==> src/rtl/pipe_ctrl.sv <==
// pipe_ctrl: pipeline sequencing controller for the five-stage MIPS core.
// Merges ID/EX/MEM stall requests into the 6-bit stall vector, supervises
// the multi-cycle divide wait (with timeout), issues flush plus redirect PC
// on exceptions and eret, and counts PC-stalled cycles (saturating).
//
// Handshake note: there is no valid/ready pair here.  div_start_i is a
// one-cycle request that is only honoured in RUN; div_ready_i is sampled
// only in DIV_WAIT and releases EX in the same cycle it is seen.
module pipe_ctrl #(
    parameter int          DIV_MAX_CYCLES = 40,
    parameter logic [31:0] EXC_VECTOR     = 32'h00000020
) (
    input  logic        clk,
    input  logic        rst,
    input  logic        stallreq_from_id,
    input  logic        stallreq_from_ex,
    input  logic        stallreq_from_mem,
    input  logic        div_start_i,
    input  logic        div_ready_i,
    input  logic [31:0] excepttype_i,
    input  logic [31:0] cp0_epc_i,
    output logic [5:0]  stall,
    output logic        flush,
    output logic [31:0] new_pc,
    output logic        div_cancel_o,
    output logic        div_timeout_o,
    output logic [31:0] stall_cnt_o,
    output logic        o_dbg_state
);

    localparam logic [31:0] EXC_ERET    = 32'h0000000e;
    localparam logic [5:0]  LAST_WAIT   = 6'(DIV_MAX_CYCLES - 1);
    localparam logic [5:0]  STALL_MEM   = 6'b011111;
    localparam logic [5:0]  STALL_EX    = 6'b001111;
    localparam logic [5:0]  STALL_ID    = 6'b000111;

    typedef enum logic {
        ST_RUN      = 1'b0,
        ST_DIV_WAIT = 1'b1
    } state_t;

    state_t      r_state;
    state_t      w_state_next;
    logic [5:0]  r_wait_cnt;
    logic        r_div_timeout;
    logic [31:0] r_stall_cnt;

    logic        w_exc;
    logic        w_div_hold;
    logic        w_timeout;

    // Next state, request decode and all combinational outputs
    always_comb begin
        w_state_next = r_state;
        w_exc        = (excepttype_i != 32'd0);
        w_div_hold   = 1'b0;
        w_timeout    = 1'b0;
        stall        = 6'b000000;
        flush        = 1'b0;
        new_pc       = 32'd0;
        div_cancel_o = 1'b0;

        // While rst is low every combinational output is forced to zero.
        if (rst) begin
            case (r_state)
                ST_RUN: begin
                    w_div_hold = div_start_i;
                    if (div_start_i && !w_exc) begin
                        w_state_next = ST_DIV_WAIT;
                    end
                    // A divide issued alongside an exception is killed at once.
                    if (div_start_i && w_exc) begin
                        div_cancel_o = 1'b1;
                    end
                end
                ST_DIV_WAIT: begin
                    w_div_hold = !div_ready_i;
                    w_timeout  = !div_ready_i && (r_wait_cnt == LAST_WAIT);
                    if (div_ready_i || w_exc || w_timeout) begin
                        w_state_next = ST_RUN;
                    end
                    if (w_exc || w_timeout) begin
                        div_cancel_o = 1'b1;
                    end
                end
                default: begin
                    w_state_next = ST_RUN;
                end
            endcase

            if (w_exc) begin
                stall  = 6'b000000;
                flush  = 1'b1;
                new_pc = (excepttype_i == EXC_ERET) ? cp0_epc_i : EXC_VECTOR;
            end else if (stallreq_from_mem) begin
                stall = STALL_MEM;
            end else if (w_div_hold || stallreq_from_ex) begin
                stall = STALL_EX;
            end else if (stallreq_from_id) begin
                stall = STALL_ID;
            end else begin
                stall = 6'b000000;
            end
        end
    end

    // State register
    always_ff @(posedge clk or negedge rst) begin
        if (!rst) begin
            r_state <= ST_RUN;
        end else begin
            r_state <= w_state_next;
        end
    end

    // Divide wait counter: cleared on entry, counts every DIV_WAIT cycle
    always_ff @(posedge clk or negedge rst) begin
        if (!rst) begin
            r_wait_cnt <= 6'd0;
        end else if (r_state == ST_RUN) begin
            r_wait_cnt <= 6'd0;
        end else begin
            r_wait_cnt <= r_wait_cnt + 6'd1;
        end
    end

    // Sticky timeout flag, set the edge after a wait runs out
    always_ff @(posedge clk or negedge rst) begin
        if (!rst) begin
            r_div_timeout <= 1'b0;
        end else if (w_timeout) begin
            r_div_timeout <= 1'b1;
        end
    end

    // Saturating count of cycles in which the PC was held
    always_ff @(posedge clk or negedge rst) begin
        if (!rst) begin
            r_stall_cnt <= 32'd0;
        end else if (stall[0] && (r_stall_cnt != 32'hFFFFFFFF)) begin
            r_stall_cnt <= r_stall_cnt + 32'd1;
        end
    end

    assign div_timeout_o = r_div_timeout;
    assign stall_cnt_o   = r_stall_cnt;
    assign o_dbg_state   = (r_state == ST_DIV_WAIT);

endmodule

==> config.mk <==
export PLATFORM = sky130hd
export DESIGN_NAME = pipe_ctrl
export DESIGN_NICKNAME = d
export VERILOG_FILES = /design/src/rtl/pipe_ctrl.sv
export SDC_FILE = /design/constraint.sdc
export NUM_CORES = 1
export LEC_CHECK = 0
export CAP_MARGIN = 40
export CORE_MARGIN = 2
export CORE_UTILIZATION = 40
export CTS_CLUSTER_DIAMETER = 120
export CTS_CLUSTER_SIZE = 14
export DETAILED_ROUTE_END_ITERATION = 12
export HOLD_SLACK_MARGIN = 0.06
export MAX_ROUTING_LAYER = met4
export PLACE_DENSITY = 0.87
export SETUP_SLACK_MARGIN = 0.15
export SYNTH_ARGS = -nofsm -noshare
export SYNTH_HDL_FRONTEND = slang
export SYNTH_SLANG_ARGS = --single-unit
==> constraint.sdc <==
create_clock -name clk -period 5 [get_ports clk]
set_input_delay 0.5 -clock clk [delete_from_list [all_inputs] [get_ports clk]]
set_output_delay 0.5 -clock clk [all_outputs]
set_load 0.005 [all_outputs]
Word-level counts from Yosys, hierarchy flattened
Cells that the tools add are included.
- word-level logic and storage cells: 43
- input port bits: 71
- flip-flop bits (word level): 40
- output and inout bits: 74
- bitwise logic cells: 1
- equality and inequality tests: 3
- add/subtract/negate cells: 2
- reduce and logical (&&, ||, !) cells: 11
- mux-type cells: 22
- operators with widths (cell ; number):
    $mux 32 ; 3
    $add 32x1->32 const B ; 1
    $eq 32x4->1 const B ; 1
    $ne 32x32->1 const B ; 1
    $reduce_bool 32->1 ; 1
    $mux 6 ; 2
    $mux 1 ; 10
    $mux 5 ; 2
    $add 6x1->6 const B ; 1
    $eq 6x6->1 const B ; 1
    $pmux 1 s2 ; 3
    $logic_and 1x1->1 ; 4
    $logic_or 1x1->1 ; 4
    $mux 4 ; 1
    $mux 3 ; 1
    $logic_not 1->1 ; 2
    $not 1->1 ; 1

Longest topological paths before layout
Gate-level depths: netlist (run 1).
- depth in word-level cells: 9
- mapped depth: 8
- mapped depth without buffers: 7

Worst setup path before layout (run 1)
Ideal clock, no wire load.
- kind: input to output
- from: in excepttype_i[0]
- to: out stall[1]
- path slack: 2.630 ns
- stages on the path: 5
- buffers on the path: 1
- data arrival time: 1.870 ns
- path through: nor4_1 -> nand4_1 -> or4_4 -> nor2b_1 -> buf_4
- word-level cells in the longest chain between the ends: 3
- ends and longest elaborated chain (element ; line ; text):
    start, declared ; 20 ; input logic [31:0] excepttype_i,
    $reduce_bool 32->1 ; 55 ; w_exc = (excepttype_i != 32'd0);
    $mux 5 ; 91 ; if (w_exc) begin
    $mux 6 ; 64 ; if (rst) begin
    end, declared ; 22 ; output logic [5:0] stall,
No other way between the ends.

Final worst setup path (run 1)
- from: in excepttype_i[13]
- to: out stall[1]
The elaborated chain is that of the path after synthesis.

==> results by stage, run 1 <==
Run status:
- The run finished with clean final reports.

Floorplan:
- The floorplan step set the die height to 80.63 um.
- The die covers 6500 um^2.
- Measured along the x axis, the die boundary spans 80.63 um.
- The area inside the core boundary is 5574 um^2.
- 145 I/O pins were placed.
- The number of placement rows is 27.
- Once the floorplan was initialized, standard cells occupied 42.13% of the core.

Final layout:
- The multi-input combinational cells in the finished layout cover a total of 1259 um^2.
- The share of cells above drive strength 1 is 4.859%.
- The number of fillers in the final layout is 453.
- The repair_antennas step left the layout with diodes totalling 0.
- For this run, the post-layout net count is 463.
- The final instance count without filler cells is 463.
- The layout overhead on the synthesized area is 67.13%.
- Registers take 1001 um^2.

Clock network:
- The clock reaches the later pin of the worst-skew pair after 290 ps.
- Clock tree synthesis found a total of 40 sinks.
- The number of gates resized after cts is 0.
- The maximum number of buffers from clock root to sink is 2.
- Buffers added to address setup during post-CTS repair amount to 0.
- The TritonCTS clock tree is built.
- The number of CTS-inserted buffers is 5.
- The tree is rooted in a sky130_fd_sc_hd__clkbuf_8.
- The maximum level of the CTS H-tree is 2.
- Clock-pin slew was measured on the worst setup and hold paths at 80 ps.
- The hold buffer count at cts is 0.

Yosys:
- The number of different library cells used by synthesis comes to 36.
- The synthesized netlist net count is 324.
- The most common cell in the synthesized netlist is sky130_fd_sc_hd__dfrtp_1.
- After synthesis, the share of flip-flops with an asynchronous set or reset is 100.0%.
- The average cell area after synthesis is 9.357 um^2.
- The share of the synthesized area in the top cell type is 42.62%.
- The number of synthesized register bits is 40.
- For this run, the leading register cell type out of synthesis is sky130_fd_sc_hd__dfrtp_1.
- The instance count of the mapped netlist is 251.
- The cell accounting for the most synthesized area is sky130_fd_sc_hd__dfrtp_1.
- The Yosys warning count is 0.
- After synthesis, flip-flops and latches occupy 42.62% of the total area.
- In the post-synthesis netlist, the biggest area contributors are sky130_fd_sc_hd__dfrtp_1, sky130_fd_sc_hd__and2_1, sky130_fd_sc_hd__xor2_1, sky130_fd_sc_hd__xnor2_1, sky130_fd_sc_hd__nand3_1.
- Ranked by instance count, the synthesized netlist is headed by sky130_fd_sc_hd__dfrtp_1, sky130_fd_sc_hd__and2_1, sky130_fd_sc_hd__nand3_1.
- In this run the cell area of the synthesized design comes to 2349 um^2.
- The number of flops mapped to enable cells by yosys is 0.

Worst setup path:
- The worst register-to-register path begins at stall_cnt_o[0].
- The capturing element type of the critical path is an output pin.
- STA classifies the critical path startpoint as an input pin.
- The worst setup slack for register-to-register paths is 2350 ps.
- The largest fanout on the critical path is 5.
- For the worst setup path, the data required time is 4500 ps.
- The worst register-to-register path ends at stall_cnt_o[1].
- The category of the critical setup timing path is input pin to output pin.
- The data arrival at the endpoint of the critical path is 2850 ps.
- The number of cells on the worst reg-to-reg path is 6.

Place:
- The total instance count after detailed placement is 455.
- The sum of net half-perimeters after detailed placement is 5797 um.
- At the end of routability-driven placement, the weighted congestion stood at 0.8381.
- The quantity of I/O buffers inserted on ports is 143.
- The setup slack at placement is 1640 ps.

STA:
- Setup repair after global routing left no endpoint under its margin.
- The number of setup violations in the final report is 0.
- The shortest clock period the worst path allows after layout is 3348 ps.
- Final hold analysis gives a worst-case slack of 300.7 ps.
- The final worst clock skew is 8.464 ps.
- The maximum clock rate is 298.7 MHz.
- The total count of max-transition violations in the final report is 0.
- After layout, the worst setup slack is 1652 ps.
- The post-route fraction of the period consumed by the critical path is 66.95%.
- The count of final hold-check violations is 0.
- The max-slew headroom at the worst pin is 63.99%.
- For the pin with the worst max-slew slack, the measured transition is 538.5 ps.
- The final-layout setup total negative slack is 0 ps.

Global routing:
- The maximum number of pins on one net before global-route repair is 44.
- Global routing used 23.30% of the available tracks.
- The wire length of the first global-routing pass is 11140 um.
- For this run the aggregate overflow at the end of global routing stands at 0.
- The initial antenna violation count is 0.
- The number of global-route vias before repair is 2301.

Power:
- The reported net switching power is 0.1298 mW.
- IR analysis of the VDD net gives a maximum drop of 0.1402 mV.
- The combinational cell fraction of total power is 10.8%.
- The power per cell area is 166.4 nW/um^2.
- In this run switching power makes up 19.87% of total power.
- The clock share of power is 39.7%.
- The proportion of power drawn by flip-flops and latches is 49.5%.
- The leakage component of the power is 1.689 nW.
- The design draws 0.6530 mW.
- The internal portion of the total power is 0.5232 mW.

Detailed routing:
- Dividing the detail-routed via count by the number of cells gives 5.048.
- The routed length per placed instance is 15.26 um.
- The first routing iteration left 105 violations.
- The first detailed-routing pass ran for 4 iterations.
- The routed design has 7066 um of wire.
- Detailed routing inserted a total of 2337 vias.
- The final routed DRC violation total is 0.
- In this run the remaining antenna-violating nets after routing total 0.

Run:
- The number of max-cap violations is 0.

Min path:
- In this run the worst hold path is classified as input pin to asynchronous set/reset pin.
==> critical path, cell delays in order <==
cell	delay (ps)
sky130_fd_sc_hd__clkdlybuf4s50_1	400
sky130_fd_sc_hd__nor4_1	300
sky130_fd_sc_hd__nand4_1	220
sky130_fd_sc_hd__or4_4	600
sky130_fd_sc_hd__nor2b_1	260
sky130_fd_sc_hd__clkdlybuf4s50_1	560
==> cell usage in the layout (no fill, tap or decap), types with 3 or more instances in the layout <==
master and n:
sky130_fd_sc_hd__clkdlybuf4s50_1 142, sky130_fd_sc_hd__dfrtp_1 40, sky130_fd_sc_hd__and2_1 37, sky130_fd_sc_hd__nand3_1 22
sky130_fd_sc_hd__xor2_1 18, sky130_fd_sc_hd__xnor2_1 17, sky130_fd_sc_hd__nor2_1 17, sky130_fd_sc_hd__and3_1 12
sky130_fd_sc_hd__nand2_1 11, sky130_fd_sc_hd__nand4_1 9, sky130_fd_sc_hd__nor3_1 9, sky130_fd_sc_hd__inv_1 7
sky130_fd_sc_hd__nor4_1 6, sky130_fd_sc_hd__nor4_2 5, sky130_fd_sc_hd__clkbuf_8 5, sky130_fd_sc_hd__nor2b_1 3
sky130_fd_sc_hd__and4_1 3
==> power groups by stage <==
stage                     clock [mW]  sequential, mW  combinational, mW
after floorplan                    0           0.330            0.00622
after global placement             0           0.330             0.0708
after detailed placement           0           0.330             0.0714
after CTS                      0.263           0.323             0.0716
after global routing           0.279           0.323             0.0772
final                          0.259           0.323             0.0707
==> cell type report <==
type | count | area share (%)
timing repair buffer | 145 | 36.72
multi-input combinational | 191 | 32.07
inverter | 7 | 0.6694
clock buffer | 6 | 1.849
tap | 72 | 2.295
sequential | 40 | 25.50
clock inverter | 2 | 0.8926
==> sequential cells by signal, summed over array words and instances (netlist names) <==
name           flops
r_wait_cnt         6
o_dbg_state        1
div_timeout_o      1
stall_cnt_o       32
==> stage by stage <==
step           util (%)  instance area (um^2)
2_1_floorplan         -                  2349
3_5_place_dp      68.48                  3817
6_report          70.42                  3925
4_1_cts           70.42                  3925
5_1_grt           70.42                  3925
3_3_place_gp      68.48                  3817
==> kinds of logic after synthesis <==
kind of cell	Yosys count	share of synthesized area [%]
mux	1	0.4795
compound gates	9	2.398
simple gates	143	36.17
fa+ha+maj	2	1.065
other cells	1	0.1597
flops	40	42.62
buf+inv	20	4.049
xor+xnor	35	13.05
==> how the worst max path moves through the flow <==
stage,from,end,slack [ps],depth (start not counted)
2_1_floorplan,excepttype_i[0],stall[1],2630,5
3_3_place_gp,excepttype_i[13],stall[0],1640,6
3_5_place_dp,excepttype_i[13],stall[1],1640,6
4_1_cts,excepttype_i[13],stall[1],1630,6
5_1_grt,excepttype_i[0],stall[1],1440,6
6_report,excepttype_i[13],stall[1],1650,6
==> layer usage <==
metal  GRT usage, %  wire, um  vias to the layer above
met3          5.618       421                        7
li1               -         -                     1138
met1          25.18      2661                     1096
met4          5.254       107                        0
met2          43.08      3875                       96
met5              -         0                        -
No activity file was read; power rests on OpenSTA's default activity.
==> run 2: changes to the inputs <==
--- a/config.mk
+++ b/config.mk
@@ -7,13 +7,13 @@
 export LEC_CHECK = 0
 export CAP_MARGIN = 40
 export CORE_MARGIN = 2
-export CORE_UTILIZATION = 40
+export CORE_UTILIZATION = 37
 export CTS_CLUSTER_DIAMETER = 120
 export CTS_CLUSTER_SIZE = 14
 export DETAILED_ROUTE_END_ITERATION = 12
 export HOLD_SLACK_MARGIN = 0.06
 export MAX_ROUTING_LAYER = met4
-export PLACE_DENSITY = 0.87
+export PLACE_DENSITY = 0.81
 export SETUP_SLACK_MARGIN = 0.15
 export SYNTH_ARGS = -nofsm -noshare
 export SYNTH_HDL_FRONTEND = slang
==> constraint.sdc (replaced) <==
create_clock -name clk -period 3.5 [get_ports clk]
set_input_delay 0.35 -clock clk [delete_from_list [all_inputs] [get_ports clk]]
set_output_delay 0.35 -clock clk [all_outputs]
set_load 0.005 [all_outputs]
==> results by stage, run 2 (same netlist as run 1, synthesis figures left out) <==
Run status:
- The flow ran to the end, and the final reports show no timing, DRC or antenna violations.

STA:
- The count of final hold-check violations is 0 (unchanged).
- The max-slew headroom at the worst pin came to 64.25% (+0.26 points).
- The post-route fraction of the period consumed by the critical path is 86.58%.
- The worst path in the final design needs a cycle of 3030 ps, including I/O delays and setup.
- The final-layout setup total negative slack is 0 ps (unchanged).
- The number of setup violations in the final report is 0 (unchanged).
- The worst-margin pin slew was 532.2 ps (-6.335 ps).
- The final worst clock skew is 4.856 ps (-3.608 ps).
- The total count of max-transition violations in the final report was 0 (unchanged).
- The maximum clock rate is 330.0 MHz.
- Setup repair after global routing left no endpoint under its margin.
- The worst hold slack across all endpoints is 133.7 ps (-166.9 ps).

Floorplan:
- The initial standard-cell utilization of the core was 37.63% (-4.5 points).
- The die height is 83.67 um (+3.8%).
- The horizontal extent of the die is 83.67 um (+3.8%).
- The area inside the core boundary came to 6241 um^2 (+12%).
- The die footprint is 7001 um^2 (+7.7%).
- The total I/O pin count was 145 (unchanged).
- The number of placement rows was 29 (+7.4%).

Final layout:
- The end-of-flow core utilization was 62.67% (-7.7 points).
- The layout overhead on the synthesized area is 66.54%.
- The number of flip-flops in the largest register is 32 (unchanged).
- The share of cells above drive strength 1 is 5.115% (+0.26 points).
- The number of fillers in the final layout is 551 (+22%).
- The most common cell after layout, fill and taps aside is sky130_fd_sc_hd__clkdlybuf4s50_1.
- The top cell types in the final layout, fill and taps aside, are sky130_fd_sc_hd__clkdlybuf4s50_1, sky130_fd_sc_hd__dfrtp_1, sky130_fd_sc_hd__and2_1, sky130_fd_sc_hd__nand3_1, sky130_fd_sc_hd__xor2_1.
- The net total in the final layout came to 464 (+0.22%).
- The number of antenna diodes is 0 (unchanged).

Power:
- The leakage component of the power is 1.681 nW (-0.48%).
- The maximum vdd drop came to 0.1517 mV (+8.3%).
- The power per cell area was 218.7 nW/um^2 (+31%).

Global routing:
- The wire length of the first global-routing pass is 11290 um (+1.4%).
- The number of global-route vias before repair is 2354 (+2.3%).
- The all-layer global routing usage was 20.40% (-2.9 points).
- The aggregate global routing overflow is 0 (unchanged).
- The initial antenna violation count is 0 (unchanged).
- The maximum number of pins on one net before global-route repair is 44 (unchanged).

Min path:
- The class of the worst hold path is input pin to asynchronous set/reset pin.

Detailed routing:
- The starting DRC count in detailed routing is 86 (-18%).
- The iteration count of the initial detailed-routing pass was 4 (unchanged).
- The routed length per placed instance is 14.58 um (-4.4%).
- The final routed DRC violation total came to 0 (unchanged).
- The routed via count divided by cell count was 5.079 (+0.62%).
- The number of vias in the routed layout came to 2377 (+1.7%).
- The total wire length is 6825 um (-3.4%).
- The number of routed nets with antenna violations is 0 (unchanged).

Worst setup path:
- The endpoint required time on the critical path is 3150 ps (-1350 ps).
- The capturing element type of the critical path is an output pin.
- The number of buffer and inverter stages on the critical path is 2 (unchanged).
- For this design, the slowest cell found on the critical path is sky130_fd_sc_hd__or4_4.
- The worst setup slack for register-to-register paths is 1190 ps (-1160 ps).
- The top cell family by delay on the critical path is simple AND/OR/NAND/NOR gates.
- The maximum single-stage delay on the critical path is 600 ps (about the same).
- The data arrival at the endpoint of the critical path is 2680 ps (-170 ps).
- Walking the worst path, the cells encountered are clkdlybuf4s50_1 > nor4_1 > nand4_1 > or4_4 > nor2b_2 > clkdlybuf4s50_1.
- The category of the critical setup timing path is input pin to output pin.
- The cell type with the highest occurrence count on the critical path is sky130_fd_sc_hd__clkdlybuf4s50_1.
- The largest fanout on the critical path is 5 (unchanged).
- STA classifies the critical path startpoint as an input pin.

Place:
- The quantity of I/O buffers inserted on ports was 143 (unchanged).
- The final weighted congestion of routability-driven global placement is 0.7869 (-6.1%).
- The sum of net half-perimeters after detailed placement came to 5602 um (-3.4%).

Clock network:
- The maximum number of buffers from clock root to sink was 2 (unchanged).
- TritonCTS built the clock tree.
- The maximum level of the CTS H-tree is 2 (unchanged).
- The clock transition at the register clock pins on the worst setup and hold paths after CTS came to 80 ps (about the same).
- In this run the clock root is driven by a sky130_fd_sc_hd__clkbuf_8.
- The sink count of the clock tree is 40 (unchanged).
- The clock latency of the later-clocked register in the worst-skew pair was 290 ps (about the same).
- The number of CTS-inserted buffers was 5 (unchanged).
- The hold buffer count at cts is 0 (unchanged).

Run:
- The number of max-cap violations came to 0 (unchanged).
==> run 2: power breakdown <==
part | switching, mW | internal [mW] | total, mW
combinational | 0.0260 | 0.0741 | 0.100
clock | 0.158 | 0.136 | 0.294
sequential | 0.000000000269 | 0.462 | 0.462
==> run 2: area by class of cell <==
type	instances	area [um^2]	share of cell area, %
repair buffers	146	1449	37.04
clock inverters	1	5.005	0.1280
multi-input cells	191	1261	32.25
well taps	77	96.34	2.463
inverters	7	26.28	0.6718
clock buffers	6	72.57	1.855
flip-flops and latches	40	1001	25.59
==> run 2: path summary, 6_finish.rpt <==
check,end,cells past startpoint,start
max,stall[0],6,excepttype_i[13]
min,stall_cnt_o[24],2,rst
max reg2reg,stall_cnt_o[26],8,stall_cnt_o[0]
min reg2reg,r_wait_cnt[0],1,r_wait_cnt[0]
max in group asynchronous,stall_cnt_o[27],2,rst
min in group clk,r_wait_cnt[0],1,r_wait_cnt[0]
==> run 2: metrics by stage <==
stage               total power [mW]  area (um^2)  setup slack [ps]  std cells
detailed placement            0.5725         3831             351.5        461
CTS                           0.8633         3909             347.8        468
global route                  0.8902         3911             235.9        468
global placement              0.5714         3831             438.2        461
finish                        0.8555         3911             469.6        468
floorplan                     0.4799         2349              1273        251
==> run 2: repair_timing <==
item / in CTS / in global routing
endpoints found under the setup margin: 0 / 3
buffers inserted: 0 / 0
gates resized for setup: 0 / 1
==> run 2: layer usage <==
| metal | track usage [%] | share of wire (%) | vias to the layer above |
|---|---|---|---|
| li1 | - | - | 1135 |
| met1 | 24.18 | 39 | 1120 |
| met2 | 35.64 | 52 | 108 |
| met3 | 3.858 | 6.7 | 14 |
| met4 | 5.425 | 2.1 | 0 |
| met5 | - | 0 | - |
